`config.mk`:
```
export PLATFORM = sky130hd
export DESIGN_NAME = multicycle_control_unit_flat
export DESIGN_NICKNAME = d
export VERILOG_FILES = /design/src/rtl/multicycle_control_unit_if.sv /design/src/rtl/multicycle_control_unit.sv /design/src/flat_wrapper.sv
export SDC_FILE = /design/constraint.sdc
export NUM_CORES = 1
export LEC_CHECK = 0
export CAP_MARGIN = 20
export CORE_MARGIN = 3
export CORE_UTILIZATION = 41
export CTS_CLUSTER_DIAMETER = 150
export DETAILED_ROUTE_END_ITERATION = 16
export HOLD_SLACK_MARGIN = 0.15
export PLACE_DENSITY = 0.88
export SKIP_LAST_GASP = 1
export SLEW_MARGIN = 20
export SYNTH_ARGS = -nofsm -noshare
export SYNTH_HDL_FRONTEND = slang
export SYNTH_SLANG_ARGS = --single-unit
```
`constraint.sdc`:
```
create_clock -name clk -period 2.4 [get_ports clk]
set_input_delay 0.36 -clock clk [delete_from_list [all_inputs] [get_ports clk]]
set_output_delay 0.36 -clock clk [all_outputs]
set_load 0.03 [all_outputs]
```
`src/rtl/multicycle_control_unit_if.sv`:
```
// Control bundle between the multicycle control FSM and the CPU datapath.
// master = control unit (drives control lines), slave = datapath (drives opcode/zero).
interface multicycle_control_unit_if #(
  parameter int OPW = 6,
  parameter int STW = 3
);
  logic [OPW-1:0] opcode;
  logic           zero;
  logic           PCWre;
  logic           InsMemRW;
  logic           IRWre;
  logic [1:0]     RegOut;
  logic           RegWre;
  logic           ALUSrcB;
  logic           ALUM2Reg;
  logic           WrRegDSrc;
  logic [1:0]     PCSrc;
  logic           DataMemRW;
  logic [1:0]     Extsel;
  logic [2:0]     ALUOp;
  logic [STW-1:0] CurState;

  modport master (
    input  opcode, zero,
    output PCWre, InsMemRW, IRWre, RegOut, RegWre, ALUSrcB, ALUM2Reg,
           WrRegDSrc, PCSrc, DataMemRW, Extsel, ALUOp, CurState
  );

  modport slave (
    output opcode, zero,
    input  PCWre, InsMemRW, IRWre, RegOut, RegWre, ALUSrcB, ALUM2Reg,
           WrRegDSrc, PCSrc, DataMemRW, Extsel, ALUOp, CurState
  );
endinterface

```
`src/rtl/multicycle_control_unit.sv`:
```
// Multicycle CPU control FSM: decodes the opcode and sequences IF/ID/EXE/MEM/WB,
// driving all datapath control lines combinationally from (state, opcode, zero).
module multicycle_control_unit #(
  parameter int OPW = 6,
  parameter int STW = 3
) (
  input  logic                        clk,
  input  logic                        rst_n,
  multicycle_control_unit_if.master   bus
);

  localparam logic [OPW-1:0] OP_ADD  = OPW'(6'b000000);
  localparam logic [OPW-1:0] OP_SUB  = OPW'(6'b000001);
  localparam logic [OPW-1:0] OP_ADDI = OPW'(6'b000010);
  localparam logic [OPW-1:0] OP_OR   = OPW'(6'b010000);
  localparam logic [OPW-1:0] OP_AND  = OPW'(6'b010001);
  localparam logic [OPW-1:0] OP_ORI  = OPW'(6'b010010);
  localparam logic [OPW-1:0] OP_SLL  = OPW'(6'b011000);
  localparam logic [OPW-1:0] OP_SLT  = OPW'(6'b100110);
  localparam logic [OPW-1:0] OP_SW   = OPW'(6'b110000);
  localparam logic [OPW-1:0] OP_LW   = OPW'(6'b110001);
  localparam logic [OPW-1:0] OP_BEQ  = OPW'(6'b110100);
  localparam logic [OPW-1:0] OP_J    = OPW'(6'b111000);
  localparam logic [OPW-1:0] OP_JR   = OPW'(6'b111001);
  localparam logic [OPW-1:0] OP_JAL  = OPW'(6'b111010);
  localparam logic [OPW-1:0] OP_HALT = OPW'(6'b111111);

  typedef enum logic [2:0] {
    S_IF     = 3'b000,
    S_ID     = 3'b001,
    S_EXE_LS = 3'b010,
    S_MEM    = 3'b011,
    S_WB_L   = 3'b100,
    S_EXE_BR = 3'b101,
    S_EXE_AL = 3'b110,
    S_WB_AL  = 3'b111
  } state_t;

  state_t state, state_nxt;

  logic is_rtype, is_imm_alu, is_lw, is_sw, is_beq, is_j, is_jr, is_jal, is_halt;
  logic [1:0] reg_out_dec, extsel_dec;
  logic [2:0] alu_op_dec;
  logic       alu_src_b_dec;

  // Opcode decode; these fields depend only on the opcode so they stay
  // stable for every cycle of the instruction.
  always_comb begin
    is_rtype      = 1'b0;
    is_imm_alu    = 1'b0;
    is_lw         = 1'b0;
    is_sw         = 1'b0;
    is_beq        = 1'b0;
    is_j          = 1'b0;
    is_jr         = 1'b0;
    is_jal        = 1'b0;
    is_halt       = 1'b0;
    reg_out_dec   = 2'b00;
    extsel_dec    = 2'b00;
    alu_op_dec    = 3'b000;
    alu_src_b_dec = 1'b0;
    case (bus.opcode)
      OP_ADD:  begin is_rtype = 1'b1; reg_out_dec = 2'b10; alu_op_dec = 3'b000; end
      OP_SUB:  begin is_rtype = 1'b1; reg_out_dec = 2'b10; alu_op_dec = 3'b001; end
      OP_OR:   begin is_rtype = 1'b1; reg_out_dec = 2'b10; alu_op_dec = 3'b010; end
      OP_AND:  begin is_rtype = 1'b1; reg_out_dec = 2'b10; alu_op_dec = 3'b011; end
      OP_SLL:  begin is_rtype = 1'b1; reg_out_dec = 2'b10; alu_op_dec = 3'b100; extsel_dec = 2'b00; end
      OP_SLT:  begin is_rtype = 1'b1; reg_out_dec = 2'b10; alu_op_dec = 3'b101; end
      OP_ADDI: begin
        is_imm_alu = 1'b1; reg_out_dec = 2'b01; alu_op_dec = 3'b000;
        extsel_dec = 2'b10; alu_src_b_dec = 1'b1;
      end
      OP_ORI:  begin
        is_imm_alu = 1'b1; reg_out_dec = 2'b01; alu_op_dec = 3'b010;
        extsel_dec = 2'b01; alu_src_b_dec = 1'b1;
      end
      OP_LW:   begin
        is_lw = 1'b1; reg_out_dec = 2'b01; alu_op_dec = 3'b000;
        extsel_dec = 2'b10; alu_src_b_dec = 1'b1;
      end
      OP_SW:   begin
        is_sw = 1'b1; alu_op_dec = 3'b000;
        extsel_dec = 2'b10; alu_src_b_dec = 1'b1;
      end
      OP_BEQ:  begin is_beq = 1'b1; alu_op_dec = 3'b001; extsel_dec = 2'b10; end
      OP_J:    is_j = 1'b1;
      OP_JR:   is_jr = 1'b1;
      OP_JAL:  begin is_jal = 1'b1; reg_out_dec = 2'b00; end
      OP_HALT: is_halt = 1'b1;
      default: ;
    endcase
  end

  always_ff @(posedge clk or negedge rst_n) begin
    if (!rst_n) state <= S_IF;
    else        state <= state_nxt;
  end

  logic pc_wre_raw, reg_wre_raw, dmem_wr_raw, ir_wre_raw;

  always_comb begin
    state_nxt     = state;
    pc_wre_raw    = 1'b0;
    reg_wre_raw   = 1'b0;
    dmem_wr_raw   = 1'b0;
    ir_wre_raw    = 1'b0;
    bus.ALUM2Reg  = 1'b0;
    bus.WrRegDSrc = 1'b0;
    bus.PCSrc     = 2'b00;
    case (state)
      S_IF: begin
        ir_wre_raw = 1'b1;
        state_nxt  = S_ID;
      end
      S_ID: begin
        if (is_rtype || is_imm_alu) state_nxt = S_EXE_AL;
        else if (is_beq)            state_nxt = S_EXE_BR;
        else if (is_lw || is_sw)    state_nxt = S_EXE_LS;
        else if (is_halt)           state_nxt = S_ID;
        else begin
          // Jumps and unknown opcodes (nop) retire here.
          state_nxt  = S_IF;
          pc_wre_raw = 1'b1;
          if (is_j || is_jal) bus.PCSrc = 2'b11;
          else if (is_jr)     bus.PCSrc = 2'b10;
          if (is_jal) begin
            reg_wre_raw   = 1'b1;
            bus.WrRegDSrc = 1'b1;
          end
        end
      end
      S_EXE_AL: state_nxt = S_WB_AL;
      S_WB_AL: begin
        state_nxt   = S_IF;
        pc_wre_raw  = 1'b1;
        reg_wre_raw = 1'b1;
      end
      S_EXE_BR: begin
        state_nxt  = S_IF;
        pc_wre_raw = 1'b1;
        bus.PCSrc  = bus.zero ? 2'b01 : 2'b00;
      end
      S_EXE_LS: state_nxt = S_MEM;
      S_MEM: begin
        if (is_lw) state_nxt = S_WB_L;
        else begin
          state_nxt   = S_IF;
          pc_wre_raw  = 1'b1;
          dmem_wr_raw = is_sw;
        end
      end
      S_WB_L: begin
        state_nxt    = S_IF;
        pc_wre_raw   = 1'b1;
        reg_wre_raw  = 1'b1;
        bus.ALUM2Reg = 1'b1;
      end
      default: state_nxt = S_IF;
    endcase
  end

  // Write/load enables are gated by reset so nothing commits while rst_n is low.
  assign bus.PCWre     = pc_wre_raw  & rst_n;
  assign bus.RegWre    = reg_wre_raw & rst_n;
  assign bus.DataMemRW = dmem_wr_raw & rst_n;
  assign bus.IRWre     = ir_wre_raw  & rst_n;
  assign bus.InsMemRW  = 1'b1;
  assign bus.RegOut    = reg_out_dec;
  assign bus.ALUSrcB   = alu_src_b_dec;
  assign bus.Extsel    = extsel_dec;
  assign bus.ALUOp     = alu_op_dec;
  assign bus.CurState  = STW'(state);

endmodule

```
`src/flat_wrapper.sv`:
```
// flat-port wrapper written by rule: the top's interface ports become plain ports
module multicycle_control_unit_flat 
#(
  parameter int OPW = 6,
  parameter int STW = 3
)
  (clk, rst_n, bus_opcode, bus_zero, bus_PCWre, bus_InsMemRW, bus_IRWre, bus_RegOut, bus_RegWre, bus_ALUSrcB, bus_ALUM2Reg, bus_WrRegDSrc, bus_PCSrc, bus_DataMemRW, bus_Extsel, bus_ALUOp, bus_CurState);
  multicycle_control_unit_if #(.OPW(OPW), .STW(STW)) bus_i ();
  input  logic clk;
  input  logic rst_n;
  input wire logic [$bits(bus_i.opcode)-1:0] bus_opcode;
  input wire logic [$bits(bus_i.zero)-1:0] bus_zero;
  output wire logic [$bits(bus_i.PCWre)-1:0] bus_PCWre;
  output wire logic [$bits(bus_i.InsMemRW)-1:0] bus_InsMemRW;
  output wire logic [$bits(bus_i.IRWre)-1:0] bus_IRWre;
  output wire logic [$bits(bus_i.RegOut)-1:0] bus_RegOut;
  output wire logic [$bits(bus_i.RegWre)-1:0] bus_RegWre;
  output wire logic [$bits(bus_i.ALUSrcB)-1:0] bus_ALUSrcB;
  output wire logic [$bits(bus_i.ALUM2Reg)-1:0] bus_ALUM2Reg;
  output wire logic [$bits(bus_i.WrRegDSrc)-1:0] bus_WrRegDSrc;
  output wire logic [$bits(bus_i.PCSrc)-1:0] bus_PCSrc;
  output wire logic [$bits(bus_i.DataMemRW)-1:0] bus_DataMemRW;
  output wire logic [$bits(bus_i.Extsel)-1:0] bus_Extsel;
  output wire logic [$bits(bus_i.ALUOp)-1:0] bus_ALUOp;
  output wire logic [$bits(bus_i.CurState)-1:0] bus_CurState;
  assign bus_i.opcode = bus_opcode;
  assign bus_i.zero = bus_zero;
  assign bus_PCWre = bus_i.PCWre;
  assign bus_InsMemRW = bus_i.InsMemRW;
  assign bus_IRWre = bus_i.IRWre;
  assign bus_RegOut = bus_i.RegOut;
  assign bus_RegWre = bus_i.RegWre;
  assign bus_ALUSrcB = bus_i.ALUSrcB;
  assign bus_ALUM2Reg = bus_i.ALUM2Reg;
  assign bus_WrRegDSrc = bus_i.WrRegDSrc;
  assign bus_PCSrc = bus_i.PCSrc;
  assign bus_DataMemRW = bus_i.DataMemRW;
  assign bus_Extsel = bus_i.Extsel;
  assign bus_ALUOp = bus_i.ALUOp;
  assign bus_CurState = bus_i.CurState;
  multicycle_control_unit #(.OPW(OPW), .STW(STW)) u_core (.clk(clk), .rst_n(rst_n), .bus(bus_i));
endmodule
```
==> summary.md <==
| Metric | Value |
|---|---|
| Status | `finished clean` |
| Via count | `764` |
| Layout cells sized above 1 | `27.8%` |
| Max cap viols | `0` |
| Pleak | `0.397 nW` |
| Port-buffer cells | `27` |
| First-pass GRT wire length | `2830 µm` |
| # rows | `12` |
| Reg clk slew, reported paths | `0.04 ns` |
| Starting Density | `47.0%` |
| DRC viols | `0` |
| Number of buffers created by CTS | `3` |
| Layout area overhead | `57.2%` |
| Synth cell types | `37` |
| Clk_lat worst skew | `0.24 ns` |
| Setup CP Type | `in2out` |
| Largest area contributor in the netlist | `dfrtp_1` |
| Vias in the first global route | `643` |
| Die area | `1840 µm²` |
| Final setup violation count | `0` |
| CTS Root Cell | `clkbuf_4` |
| Fmax | `0.426 GHz` |
| Core area | `1190 µm²` |
| CTS Hold Buffers Added | `0` |
| N_diodes | `0` |
| Die Ht | `42.9 µm` |
| Most common flop cell mapped by yosys | `dfrtp_1` |
| Finished Core Util | `73.9%` |
| PnR worst setup slack | `0.0528 ns` |
| Die W | `42.9 µm` |
| Post-Route WL | `1890 µm` |
| IR drop worst, VDD | `303 µV` |
| Cell area after synthesis | `558 µm²` |
| Area share of the largest cell type after synthesis | `13.5%` |
| Place WS | `0.0572 ns` |
| Nature of the critical path endpoint | `primary output` |
| Pin count of the biggest net entering global routing | `14` |
| Via/cell ratio | `5.92` |
| Hpwl dp | `1420 µm` |
| Layout filler cell count | `88` |
| Period minus WS final | `2.35 ns` |
| Drt first pass iters | `4` |
| Placed cells | `125` |
| DRT iter0 DRCs | `25` |
| Synth cell count leaders | `nor2_1, a21oi_1, o21ai_0` |
| CP max FO | `5` |
| GP Congestion | `0.921` |
| Worst Setup Start Kind | `input pin` |
| Gr usage total | `20.2%` |
| Number of synthesized flops with an enable pin | `0` |
| I/O pin count | `29` |
| Mapped Nets | `91` |
| Seq/Total Area, Yosys | `13.5%` |
| CTS Sinks | `3` |
| Most frequent cell after synthesis | `nor2_1` |
| Final hold violations | `0` |
| Top post-synthesis cells by area | `dfrtp_1, a21oi_1, nor2_1, nor3b_1, o21ai_0` |
| CTS Buffer Depth | `2` |
| Post-cts resize count | `0` |
| Postcts setup bufs | `0` |
| Total Nets Final | `125` |
| Mean area per synthesized cell | `6.81 µm²` |
| FF+latch count, synth | `3` |
| Slew Viols, Final | `0` |
| Htree depth | `1` |
| CP arrival | `1.99 ns` |
| CTS tree | `built` |
| RSZ-0062 raised after global routing | `false` |
| Worst EP required | `2.04 ns` |
| Routed Antenna Nets | `0` |
| Fin crit share | `97.8%` |
| Largest register FFs | `3` |
| Hold Crit Class | `in2async` |
| Gate Count Post-Synth | `82` |
| Final non-filler cell total | `129` |
| Initial antenna violation count | `0` |
| Clock Skew | `0.00411 ns` |
| Wire per inst | `14.7 µm` |
| Number of synthesis warnings | `0` |
| Grt total ovfl | `0` |
| Async set or reset register ratio after synthesis | `100%` |
| Final setup TNS | `0 ns` |
| Cell area power density | `596 nW/µm²` |
[cell families (layout without fill, tap and decap cells)]
family	Yosys count	after routing	synth area share, %
DFF	3	3	13.5
buffers and inverters	8	41	6.73
AOI/OAI and AO/OA	26	26	29.8
and+or+nand+nor	44	44	49.3
other	1	1	0.672
[path summary, 6_finish.rpt]
path	startpoint	end	slack, ns	cells after the start
min reg2reg	u_core.bus.CurState[0]	u_core.bus.CurState[0]	0.61	1
max reg2reg	u_core.bus.CurState[2]	u_core.bus.CurState[1]	1.04	4
min in group clk	u_core.bus.CurState[0]	u_core.bus.CurState[0]	0.61	1
max	bus_opcode[4]	bus_RegWre	0.05	6
max in group asynchronous	rst_n	u_core.bus.CurState[0]	1.87	2
min	rst_n	u_core.bus.CurState[1]	0.42	2
[power by group]
group          internal [mW]  leakage (nW)  switching [mW]
combinational          0.132         0.343           0.186
clock                 0.0628        0.0150          0.0338
sequential            0.0674        0.0389          0.0410
total                  0.262         0.397           0.261
[stage by stage]
stage / power (mW) / hold WS (ns) / cell area, µm²
floorplan: 0.294 / 0.0644 / 558
global placement: 0.413 / 0.553 / 845
detailed placement: 0.422 / 0.597 / 845
CTS: 0.520 / 0.420 / 871
global route: 0.551 / 0.415 / 877
finish: 0.523 / 0.416 / 877
[placed cells by master, fill, tap and decap left out, types with 2 or more instances in the layout]
cell type / n
or2_2: 2
o21a_1: 3
and4_1: 2
clkdlybuf4s50_1: 12
o21ai_0: 5
nor2b_1: 3
dfrtp_1: 3
and3b_1: 2
a21oi_1: 8
buf_4: 23
nand3_1: 4
nand2_1: 2
nand2b_1: 3
nor4_1: 2
clkbuf_4: 3
nor3b_1: 4
nor2_1: 11
[per-layer routing]
metal / GRT usage, % / share of wire (%) / vias to the layer above
met3: 3.81 / 8.1 / 8
met1: 24.0 / 41 / 334
met5: 0 / 0 / -
met2: 31.7 / 48 / 53
met4: 14.3 / 3.1 / 0
li1: - / - / 369
[area by class of cell]
cell class / instances / area (µm²) / share of cell area (%)
clock buffers: 4 / 26.3 / 3.00
inverters: 1 / 3.75 / 0.428
multi-input cells: 71 / 449 / 51.2
flip-flops and latches: 3 / 75.1 / 8.56
well taps: 14 / 17.5 / 2.00
repair buffers: 36 / 305 / 34.8
[worst max-delay path, cell delays in order]
cell,delay (ns)
clkdlybuf4s50_1,0.56
nand2_2,0.11
or4_4,0.55
nor2_4,0.12
o21a_1,0.13
buf_4,0.15
Note: power is estimated with default switching activity, not from simulation.
